### config.mk
export PLATFORM = sky130hd
export DESIGN_NAME = div_mc
export DESIGN_NICKNAME = d
export VERILOG_FILES = /design/src/rtl/div_mc.sv
export SDC_FILE = /design/constraint.sdc
export NUM_CORES = 1
export LEC_CHECK = 0
export ABC_AREA = 1
export BUFFER_PORTS_ARGS = -buffer_cell sky130_fd_sc_hd__buf_2
export CAP_MARGIN = 10
export CORE_MARGIN = 2
export CORE_UTILIZATION = 30
export DETAILED_ROUTE_END_ITERATION = 8
export PLACE_DENSITY = 0.49
export SYNTH_ARGS = -nofsm -noshare
export SYNTH_HDL_FRONTEND = slang
export SYNTH_SLANG_ARGS = --single-unit
### constraint.sdc
create_clock -name clk -period 2.5 [get_ports clk]
set_clock_uncertainty 0.2 [all_clocks]
set_input_delay 0.5 -clock clk [delete_from_list [all_inputs] [get_ports clk]]
set_output_delay 0.5 -clock clk [all_outputs]
set_load 0.1 [all_outputs]
### src/rtl/div_mc.sv
// div_mc: multi-cycle unsigned restoring divider producing one quotient bit per clock
module div_mc #(
  parameter int WIDTH = 32
) (
  input  logic             clk,
  input  logic             rst,
  input  logic             start,
  input  logic [WIDTH-1:0] a,
  input  logic [WIDTH-1:0] b,
  output logic             busy,
  output logic             done,
  output logic [WIDTH-1:0] q,
  output logic [WIDTH-1:0] r,
  output logic             dbz
);
  localparam logic [1:0] IDLE = 2'd0;
  localparam logic [1:0] RUN  = 2'd1;
  localparam logic [1:0] DONE = 2'd2;
  localparam int CW = $clog2(WIDTH);
  logic [1:0]       state_q, state_d;
  logic [CW-1:0]    cnt_q, cnt_d;
  logic [WIDTH-1:0] quo_q, quo_d, rem_q, rem_d, div_q, div_d;
  logic             dbz_q, dbz_d;
  logic [WIDTH:0]   sh, diff;
  logic             ge, go;
  // Next-state: operand capture on an accepted start, otherwise one restoring step per RUN cycle.
  // A set top bit in the shifted remainder already means it exceeds the divisor, so the
  // WIDTH+1-bit difference never needs a wider sign.
  always_comb begin
    go      = start && (state_q != RUN);
    sh      = {rem_q, quo_q[WIDTH-1]};
    diff    = sh - {1'b0, div_q};
    ge      = sh[WIDTH] | ~diff[WIDTH];
    state_d = state_q;
    cnt_d   = cnt_q;
    quo_d   = quo_q;
    rem_d   = rem_q;
    div_d   = div_q;
    dbz_d   = dbz_q;
    if (go) begin
      if (b == '0) begin
        quo_d   = '1;
        rem_d   = a;
        dbz_d   = 1'b1;
        state_d = DONE;
      end else begin
        quo_d   = a;
        div_d   = b;
        rem_d   = '0;
        cnt_d   = '0;
        dbz_d   = 1'b0;
        state_d = RUN;
      end
    end else if (state_q == RUN) begin
      rem_d   = ge ? diff[WIDTH-1:0] : sh[WIDTH-1:0];
      quo_d   = {quo_q[WIDTH-2:0], ge};
      cnt_d   = cnt_q + CW'(1);
      state_d = (cnt_q == CW'(WIDTH - 1)) ? DONE : RUN;
    end else if (state_q == DONE) begin
      state_d = IDLE;
    end
  end
  // State registers, cleared asynchronously while rst is low.
  always_ff @(posedge clk or negedge rst) begin
    if (!rst) begin
      state_q <= IDLE;
      cnt_q   <= '0;
      quo_q   <= '0;
      rem_q   <= '0;
      div_q   <= '0;
      dbz_q   <= 1'b0;
    end else begin
      state_q <= state_d;
      cnt_q   <= cnt_d;
      quo_q   <= quo_d;
      rem_q   <= rem_d;
      div_q   <= div_d;
      dbz_q   <= dbz_d;
    end
  end
  assign busy = (state_q == RUN);
  assign done = (state_q == DONE);
  assign q    = quo_q;
  assign r    = rem_q;
  assign dbz  = dbz_q;
endmodule
==> results of run 1 <==
## layout make-up
type | count | area [µm²]
inverter | 246 | 926
clock inverter | 6 | 73.8
sequential | 104 | 2670
tap | 335 | 419
multi-input combinational | 839 | 4680
timing repair buffer | 261 | 1840
fill | 2824 | 15300
clock buffer | 10 | 239
## cells in the final DEF, fill, tap and decap left out, drive strengths merged
master,synthesis,final
inv,246,249
o21bai,2,2
o211ai,1,1
nor3,5,5
dfrtp,104,104
o21ai,132,132
buf,20,258
dlygate4sd3,0,1
o22ai,2,2
nor2,85,85
nand4,12,12
bufinv,0,1
a22o,2,2
ha,36,36
nor4,5,5
clkinvlp,0,2
clkbuf,23,12
nand3,99,99
a21oi,26,26
and2,4,4
nand2,364,364
and3,1,1
xor2,14,14
fa,1,1
a21o,1,1
nand3b,24,24
or2,23,23
## how the worst min path moves through the flow
stage | depth (start not counted) | endpoint | slack [ns]
after floorplan | 0 | cnt_q[0] | 0.004
after global placement | 2 | div_q[25] | 0.27
after detailed placement | 2 | div_q[24] | 0.27
after CTS | 3 | div_q[16] | 0.15
after global routing | 3 | div_q[16] | 0.16
final | 3 | div_q[9] | 0.16
## cell families after synthesis
kind of cell,after synthesis,synth area share [%]
compound gates,166,10.8
flops,104,32.5
buf+inv,289,14.3
xor+xnor,14,1.53
simple gates,622,35.0
fa+ha+maj,37,5.87
## stage by stage
step / cells / hold WS, ns / TNS [ns]
6_report: 1801 / 0.155 / -0.0436
5_1_grt: 1801 / 0.164 / -2.61
4_1_cts: 1789 / 0.148 / -0.0105
3_5_place_dp: 1772 / 0.275 / -3.00
3_3_place_gp: 1772 / 0.266 / -1.60
2_1_floorplan: 1232 / 0.00441 / -0.0427
## metal layers
metal	track usage [%]	vias up	part of all wire, %
li1	-	4268	-
met1	27.6	3802	48
met2	33.1	159	47
met3	2.69	18	3.5
met4	4.08	0	1.4
met5	0	-	0
## flip-flops by register name, indices dropped and copies added, names as in the netlist
register  flops
q            32
state_q       2
cnt_q         5
div_q        32
r            32
dbz           1
## worst register-to-register path, cell delays in order (launching register included)
cell	delay [ns]
dfrtp_4	0.49
ha_4	0.26
a21oi_2	0.18
nand2_1	0.10
nand2_1	0.09
nand2_1	0.10
a21oi_4	0.16
nand3_4	0.14
nor2_8	0.29
clkbuf_16	0.23
nand2_2	0.05
nand3b_1	0.09
nand2_1	0.05
inv_1	0.04
## repair_timing
item / in CTS / in global routing
hold buffers: 1 / 0
buffers inserted: 0 / 10
setup endpoints to repair: 7 / 33
resized for setup: 2 / 66
endpoints found under the hold margin: 36 / 0
pin swaps: 0 / 27
gates cloned: 0 / 2
==> impl_metrics.py, run 1 <==
metrics = {
    "setup_path": {
        "end_kind": "flip-flop",
        "crit_chain": "ha_4 > a21oi_2 > nand2_1 > nand2_1 > nand2_1 > a21oi_4 > nand3_4 > nor2_8 > clkbuf_16 > nand2_2 > nand3b_1 > nand2_1 > inv_1",
        "cp_num_buf_inv": 2,
        "startpoint_type": "flip-flop",
        "r2r-end": "r[16]",
        "crit_end": "r[16]",
        "cp.required_ns": 2.61,
        "worstReg2RegStart": "r[26]",
        "crit_slowest_cell": "dfrtp_4",
        "crit_cells": 13,
        "cp_max_fo": 6,
        "path_class": "flip-flop to flip-flop",
        "crit_family": "simple AND/OR/NAND/NOR gates",
        "crit_arrival_ns": 2.63,
        "cp_common_cell": "nand2_1",
        "cp-startpoint": "r[26]",
        "reg2reg_slack_ns": -0.02,
        "cp_slowest_stage_delay_ns": 0.49,
        "ff2ff_path_depth": 13,
    },
    "cts": {
        "root_buffer": "clkbuf_16",
        "cts_tree": "yes",
        "cts.clk_slew.worst_paths_ns": 0.08,
        "htree_num_levels": 3,
        "cts_buffers": 9,
        "cts_buffer_depth": 2,
        "clock_latency_ns": 0.37,
        "clock_sinks": 104,
    },
    "timing": {
        "tightest_slew_ns": 0.611,
        "max_clock_freq_ghz": 0.397,
        "slew_violations": 0,
        "hold_violations": 0,
        "setup_ws_ns": -0.0208,
        "setup_viol": 5,
        "worst_slew_margin_rel_pct": 59.3,
        "grt_setup_unrepaired": "true",
        "fin_crit_sh_pct": 101,
        "period_needed_ns": 2.52,
    },
    "run": {
        "drv_cap": 0,
    },
    "place": {
        "port_buffers": 133,
        "dp_hpwl_um": 22300,
        "dpl_cell_area_um2": 10000,
        "place_ws_ns": -0.150,
        "gp_congestion": 0.911,
    },
    "routing": {
        "drt-initial-drc-count": 468,
        "drt_wl_total_um": 28500,
        "via_per_inst": 4.58,
        "wl_per_cell_um": 15.8,
        "drcViolationCount": 8,
        "first_pass_iters": 7,
        "vias": 8247,
        "antenna_left": 0,
    },
    "yosys": {
        "ys.flop_type": "dfrtp_1",
        "syn_inst": 1232,
        "ys_warn_count": 0,
        "avgSynthCellArea_um2": 6.51,
        "syn-cell-area_um2": 8020,
        "ys_types": 39,
        "synth_top_area_cell": "dfrtp_1",
        "synth_top_area_share_pct": 32.5,
        "ys_seq_area_share_pct": 32.5,
        "synth_most_common_cell": "nand2_1",
        "synth_enable_flop_cells": 0,
        "syn-num-nets": 1336,
        "ys_seq_elements": 104,
        "netlist_top_cells_count": "nand2_1, inv_1, o21ai_0",
        "async_reset_ff_share_pct": 100,
        "netlist_top_cells_area": "dfrtp_1, nand2_1, inv_1",
    },
    "cells_and_area": {
        "drive_above_1_share_pct": 30.3,
        "stdcell_area_um2": 10900,
        "diodes": 0,
        "nNetsFinal": 1565,
        "final_util_pct": 41.5,
        "syn_to_final_growth_pct": 35.4,
    },
    "floorplanning": {
        "ioPinCount": 134,
        "core_area_um2": 26100,
        "die-area_um2": 28000,
        "start_util_pct": 30.7,
        "die_x_um": 167,
        "fp.dieH_um": 167,
        "rows": 59,
    },
    "grt": {
        "grt_pass1_vias": 7922,
        "grt_pass1_wl_um": 43400,
        "grt_max_degree": 64,
        "grt_overflow": 0,
        "grtUsageTotal_pct": 19.8,
        "antenna_found_initial": 0,
    },
    "status": {
        "outcome": "complete, but fails checks",
        "violations": "DRC, setup timing",
    },
    "min_path": {
        "worstHoldPathType": "input port to flip-flop",
        "worstHoldStart": "b[9]",
    },
}
Power of run 1 is left out: the tool's default activity adds up to more than one toggle a clock period on the data nets, which glitch-free logic cannot reach.
==> inputs of run 2 (changes only) <==
--- a/config.mk
+++ b/config.mk
@@ -6,12 +6,12 @@
 export NUM_CORES = 1
 export LEC_CHECK = 0
 export ABC_AREA = 1
-export BUFFER_PORTS_ARGS = -buffer_cell sky130_fd_sc_hd__buf_2
 export CAP_MARGIN = 10
 export CORE_MARGIN = 2
 export CORE_UTILIZATION = 30
 export DETAILED_ROUTE_END_ITERATION = 8
-export PLACE_DENSITY = 0.49
+export DONT_BUFFER_PORTS = 1
+export PLACE_DENSITY = 0.44
 export SYNTH_ARGS = -nofsm -noshare
 export SYNTH_HDL_FRONTEND = slang
 export SYNTH_SLANG_ARGS = --single-unit
==> run 2 against run 1 <==
  * The flow finishes with violations (DRC, hold timing, setup timing)
  * First-iteration DRC count up 1.5%
  * Sequential share of layout area is 1.7 points higher
  * Worst setup slack gained 0.015 ns
  * Utilization shrank 2.7 points
  * Global-route usage increased by 0.059 points
  * Fmax rose by 0.60%
  * Count of clock-buffer cells in the layout unchanged
  * Register-to-register slack improved by 0.02 ns
  * Cell area shrank 6.5%
  * Non-clock buffer count fell by 119
  * Critical path type unchanged
  * Flip-flop and latch count unchanged
==> impl_metrics.py, run 2 (same netlist as run 1, synthesis figures left out) <==
metrics = {
    "status": {
        "outcome": "complete, but fails checks",
        "violations": "DRC, hold timing, setup timing",
    },
    "cts": {
        "cts_tree": "yes",
        "root_buffer": "clkbuf_16",
        "cts_buffer_depth": 2,
        "htree_num_levels": 3,
        "clock_sinks": 104,
        "cts.clk_slew.worst_paths_ns": 0.08,
        "clock_latency_ns": 0.37,
        "cts_buffers": 9,
    },
    "grt": {
        "grtUsageTotal_pct": 19.9,
        "grt_overflow": 0,
        "grt_pass1_vias": 7640,
        "grt_pass1_wl_um": 43300,
        "antenna_found_initial": 0,
        "grt_max_degree": 105,
    },
    "floorplanning": {
        "fp.dieH_um": 167,
        "die_x_um": 167,
        "rows": 59,
        "die-area_um2": 28000,
        "ioPinCount": 134,
        "core_area_um2": 26100,
        "start_util_pct": 30.7,
    },
    "cells_and_area": {
        "drive_above_1_share_pct": 23.7,
        "final_common_cell": "nand2_1",
        "regArea_um2": 2670,
        "stdcell_area_um2": 10100,
        "layout_common_cells": "nand2_1, inv_1, o21ai_0",
        "diodes": 0,
        "syn_to_final_growth_pct": 26.6,
        "instances_no_fill": 1682,
        "multi_input_area_um2": 4620,
        "num-fill-cells": 2886,
        "nNetsFinal": 1446,
    },
    "routing": {
        "via_per_inst": 4.66,
        "wl_per_cell_um": 16.6,
        "vias": 7846,
        "drcViolationCount": 9,
        "first_pass_iters": 7,
        "antenna_left": 0,
        "drt_wl_total_um": 28000,
        "drt-initial-drc-count": 475,
    },
    "setup_path": {
        "cp_common_cell": "nand2_1",
        "crit_arrival_ns": 2.61,
        "crit_family": "simple AND/OR/NAND/NOR gates",
        "cp_num_buf_inv": 3,
        "cp.required_ns": 2.60,
        "crit_chain": "ha_1 > nand2_2 > inv_2 > nand2_1 > nand2_1 > a21oi_2 > nand2_4 > nand2_4 > nand3_4 > nor2_8 > clkbuf_16 > nand2_2 > nand3b_1 > nand2_1 > inv_1",
        "startpoint_type": "flip-flop",
        "cp_slowest_stage_delay_ns": 0.48,
        "crit_slowest_cell": "dfrtp_4",
        "end_kind": "flip-flop",
        "path_class": "flip-flop to flip-flop",
        "cp_max_fo": 8,
    },
    "place": {
        "gp_congestion": 0.934,
        "dp_hpwl_um": 22000,
        "dpl_cell_area_um2": 9450,
        "port_buffers": 0,
        "place_inst": 1658,
    },
    "min_path": {
        "worstHoldPathType": "input port to async pin",
    },
    "timing": {
        "slew_violations": 0,
        "timing.setup.tns_ns": -0.0135,
        "holdWs_ns": -0.385,
        "worst_slew_margin_rel_pct": 58.9,
        "max_clock_freq_ghz": 0.399,
        "tightest_slew_ns": 0.616,
        "setup_ws_ns": -0.00569,
        "grt_setup_unrepaired": "true",
        "period_needed_ns": 2.51,
        "fin_crit_sh_pct": 100,
        "hold_violations": 104,
        "setup_viol": 3,
    },
    "run": {
        "drv_cap": 0,
    },
}
run 2: cell count changes in the layout (fill, tap and decap cells not counted), moves of 3 or more:
cell,before,now
a21oi_4,3,0
nand2_2,41,37
ha_4,18,14
buf_12,13,9
buf_4,110,129
buf_2,132,0
ha_1,16,21
a21oi_2,2,6
run 2: routing by layer:
metal | vias up | share of wire (%) | global-route usage, % | routed length, µm
met5 | - | 0 | 0 | 0
met3 | 19 | 5.2 | 4.33 | 1470
met4 | 0 | 1.4 | 4.69 | 382
met2 | 144 | 49 | 34.1 | 13600
met1 | 3650 | 45 | 25.6 | 12500
li1 | 4033 | - | - | -
run 2: layout make-up:
class                           instances  area share [%]
Clock buffer                           10            2.35
Clock inverter                          6           0.505
Inverter                              246            9.12
Multi-Input combinational cell        839            45.5
Sequential cell                       104            26.3
Tap cell                              335            4.13
Timing Repair Buffer                  142            12.1
run 2: what timing repair did:
action / in CTS / in global routing
resized for setup: 2 / 58
cloned: 0 / 2
endpoints found under the hold margin: 104 / 104
setup buffers: 0 / 6
endpoints found under the setup margin: 1 / 33
pin swaps: 0 / 24
run 2: path summary, 6_finish.rpt:
| kind | endpoint | slack [ns] | from | depth (start not counted) |
|---|---|---|---|---|
| worst max-delay path | r[4] | -0.006 | r[9] | 15 |
| worst min-delay path | q[8] | -0.39 | rst | 0 |
| worst max register to register | r[4] | -0.006 | r[9] | 15 |
| worst min register to register | div_q[25] | 0.28 | div_q[25] | 2 |
| max in group asynchronous | r[26] | 2.31 | rst | 0 |
| min in group clk | div_q[17] | 0.05 | b[17] | 2 |
run 2: worst reg2reg max path: cells and delay by family, from the launching register on:
family,cells,cell delay (ns)
AO/OA/AOI/OAI,1,0.19
adder cells (fa/ha/maj),1,0.34
buffers and inverters,3,0.29
flip-flops,1,0.48
AND/OR/NAND/NOR,10,0.94
run 2: stage by stage:
stage,setup slack (ns),util (%)
2_1_floorplan,-0.00857,-
3_3_place_gp,-0.0912,36.2
3_5_place_dp,-0.0711,36.2
4_1_cts,-0.00738,37.3
5_1_grt,-0.127,38.8
6_report,-0.00569,38.8
Power of run 2 is left out for the same reason.
==> inputs of run 3 (changes only) <==
--- a/config.mk
+++ b/config.mk
@@ -7,11 +7,12 @@
 export LEC_CHECK = 0
 export ABC_AREA = 1
 export CAP_MARGIN = 10
+export CORE_ASPECT_RATIO = 0.9
 export CORE_MARGIN = 2
-export CORE_UTILIZATION = 30
+export CORE_UTILIZATION = 41
 export DETAILED_ROUTE_END_ITERATION = 8
 export DONT_BUFFER_PORTS = 1
-export PLACE_DENSITY = 0.44
+export PLACE_DENSITY = 0.56
 export SYNTH_ARGS = -nofsm -noshare
 export SYNTH_HDL_FRONTEND = slang
 export SYNTH_SLANG_ARGS = --single-unit
==> run 3 against run 2 <==
  * The run ends with hold timing, setup timing left
  * Flip-flop and latch count unchanged
  * Global-route usage is 5.3 points higher
  * Critical path depth increased by 1
  * Count of clock-buffer cells in the layout rose by 1
  * First-iteration DRC count grew 21%
  * Worst setup slack worse by 0.014 ns
  * Sequential share of layout area is 0.11 points higher
  * Register-to-register slack hardly changed
  * Non-clock buffer count rose by 5
  * Cell count down 4.7%
  * Routed wire length is 8.4% lower
==> impl_metrics.py, run 3 (same netlist as run 1, synthesis figures left out) <==
metrics = {
    "status": {
        "outcome": "complete, but fails checks",
        "violations": "hold timing, setup timing",
    },
    "setup_path": {
        "cp-startpoint": "div_q[4]",
        "worstReg2RegStart": "div_q[4]",
        "crit_end": "r[23]",
        "crit_cells": 16,
        "cp_max_fo": 10,
        "cp_num_buf_inv": 3,
        "cp.required_ns": 2.60,
        "crit_chain": "inv_1 > ha_1 > nand2_1 > nor2_2 > nand3_2 > nand2_2 > nand2_2 > nand2_4 > nand2_4 > nand3_4 > nor2_8 > buf_12 > nand2_1 > nand3b_1 > nand2_1 > inv_1",
        "r2r-end": "r[23]",
        "startpoint_type": "flip-flop",
        "cp_common_cell": "nand2_1",
        "crit_slowest_cell": "dfrtp_1",
        "ff2ff_path_depth": 16,
        "path_class": "flip-flop to flip-flop",
        "reg2reg_slack_ns": -0.02,
        "crit_family": "simple AND/OR/NAND/NOR gates",
        "cp_slowest_stage_delay_ns": 0.40,
        "crit_arrival_ns": 2.62,
        "end_kind": "flip-flop",
    },
    "timing": {
        "period_needed_ns": 2.52,
        "setup_viol": 2,
        "slew_violations": 0,
        "grt_setup_unrepaired": "true",
        "holdWs_ns": -0.377,
        "max_clock_freq_ghz": 0.397,
        "hold_violations": 104,
        "tightest_slew_ns": 0.632,
        "setup_ws_ns": -0.0196,
        "fin_crit_sh_pct": 101,
        "worst_slew_margin_rel_pct": 57.9,
    },
    "floorplanning": {
        "die_x_um": 151,
        "fp.dieH_um": 137,
        "start_util_pct": 41.8,
        "rows": 48,
        "ioPinCount": 134,
        "die-area_um2": 20700,
        "core_area_um2": 19200,
    },
    "cts": {
        "htree_num_levels": 3,
        "clock_latency_ns": 0.36,
        "root_buffer": "clkbuf_16",
        "cts_buffer_depth": 2,
        "cts_tree": "yes",
        "cts.clk_slew.worst_paths_ns": 0.08,
        "clock_sinks": 104,
        "cts_buffers": 9,
    },
    "grt": {
        "grt_max_degree": 105,
        "grtUsageTotal_pct": 25.2,
        "grt_pass1_wl_um": 40200,
        "antenna_found_initial": 0,
        "grt_pass1_vias": 7548,
        "grt_overflow": 0,
    },
    "place": {
        "dpl_cell_area_um2": 9330,
        "place_inst": 1575,
        "port_buffers": 0,
        "dp_hpwl_um": 19800,
        "gp_congestion": 0.930,
    },
    "cells_and_area": {
        "instances_no_fill": 1603,
        "diodes": 0,
        "layout_common_cells": "nand2_1, inv_1, buf_4",
        "syn_to_final_growth_pct": 26.1,
        "drive_above_1_share_pct": 25.0,
        "final_util_pct": 52.7,
        "final_common_cell": "nand2_1",
        "nNetsFinal": 1452,
        "stdcell_area_um2": 10100,
    },
    "routing": {
        "drt-initial-drc-count": 574,
        "first_pass_iters": 5,
        "vias": 7915,
        "via_per_inst": 4.94,
        "drt_wl_total_um": 25600,
        "drcViolationCount": 0,
        "antenna_left": 0,
        "wl_per_cell_um": 16.0,
    },
    "min_path": {
        "worstHoldPathType": "input port to async pin",
    },
    "run": {
        "drv_cap": 0,
    },
}
## run 3: cell types whose count changed in the layout (fill, tap and decap cells not counted), moves of 3 or more
| cell | previous run | this run |
|---|---|---|
| nand2_4 | 13 | 8 |
| ha_4 | 14 | 18 |
| buf_4 | 129 | 136 |
| ha_1 | 21 | 17 |
| nor2_1 | 75 | 69 |
| nor2_2 | 9 | 15 |
| a21oi_1 | 20 | 17 |
| nand2_2 | 37 | 40 |
## run 3: how the worst min path moves through the flow
stage | startpoint | depth (start not counted) | slack [ns] | to
after floorplan | rst | 0 | 0.004 | cnt_q[0]
after global placement | rst | 0 | 0.008 | q[7]
after detailed placement | rst | 0 | 0.008 | q[11]
after CTS | rst | 0 | -0.38 | q[11]
after global routing | rst | 0 | -0.39 | q[7]
final | rst | 0 | -0.38 | q[7]
## run 3: routing by layer
metal	global-route usage, %	part of all wire (%)	vias up	routed length [µm]
li1	-	-	4047	-
met1	35.1	47	3664	12100
met2	41.3	46	190	11900
met3	4.00	5.3	14	1360
met4	5.82	1.3	0	337
met5	0	0	-	0
## run 3: repair_timing
action	4_1_cts	5_1_grt
hold endpoints to repair	104	104
pin swaps	1	29
gates resized for setup	2	70
endpoints found under the setup margin	2	32
cloned	1	1
buffers inserted	1	9
## run 3: area by class of cell
cell class | count | area [µm²]
inverter | 246 | 926
multi-input combinational | 840 | 4700
clock buffer | 11 | 233
timing repair buffer | 147 | 1220
sequential | 104 | 2670
fill | 1950 | 9050
clock inverter | 5 | 41.3
tap | 250 | 313
## run 3: metrics by stage
| step | TNS, ns | setup WS [ns] |
|---|---|---|
| floorplan | -0.0427 | -0.00857 |
| global placement | -1.92 | -0.115 |
| detailed placement | -6.02 | -0.178 |
| CTS | 0 | 0.0150 |
| global route | -2.12 | -0.117 |
| finish | -0.0275 | -0.0196 |
Power of run 3 is left out for the same reason.
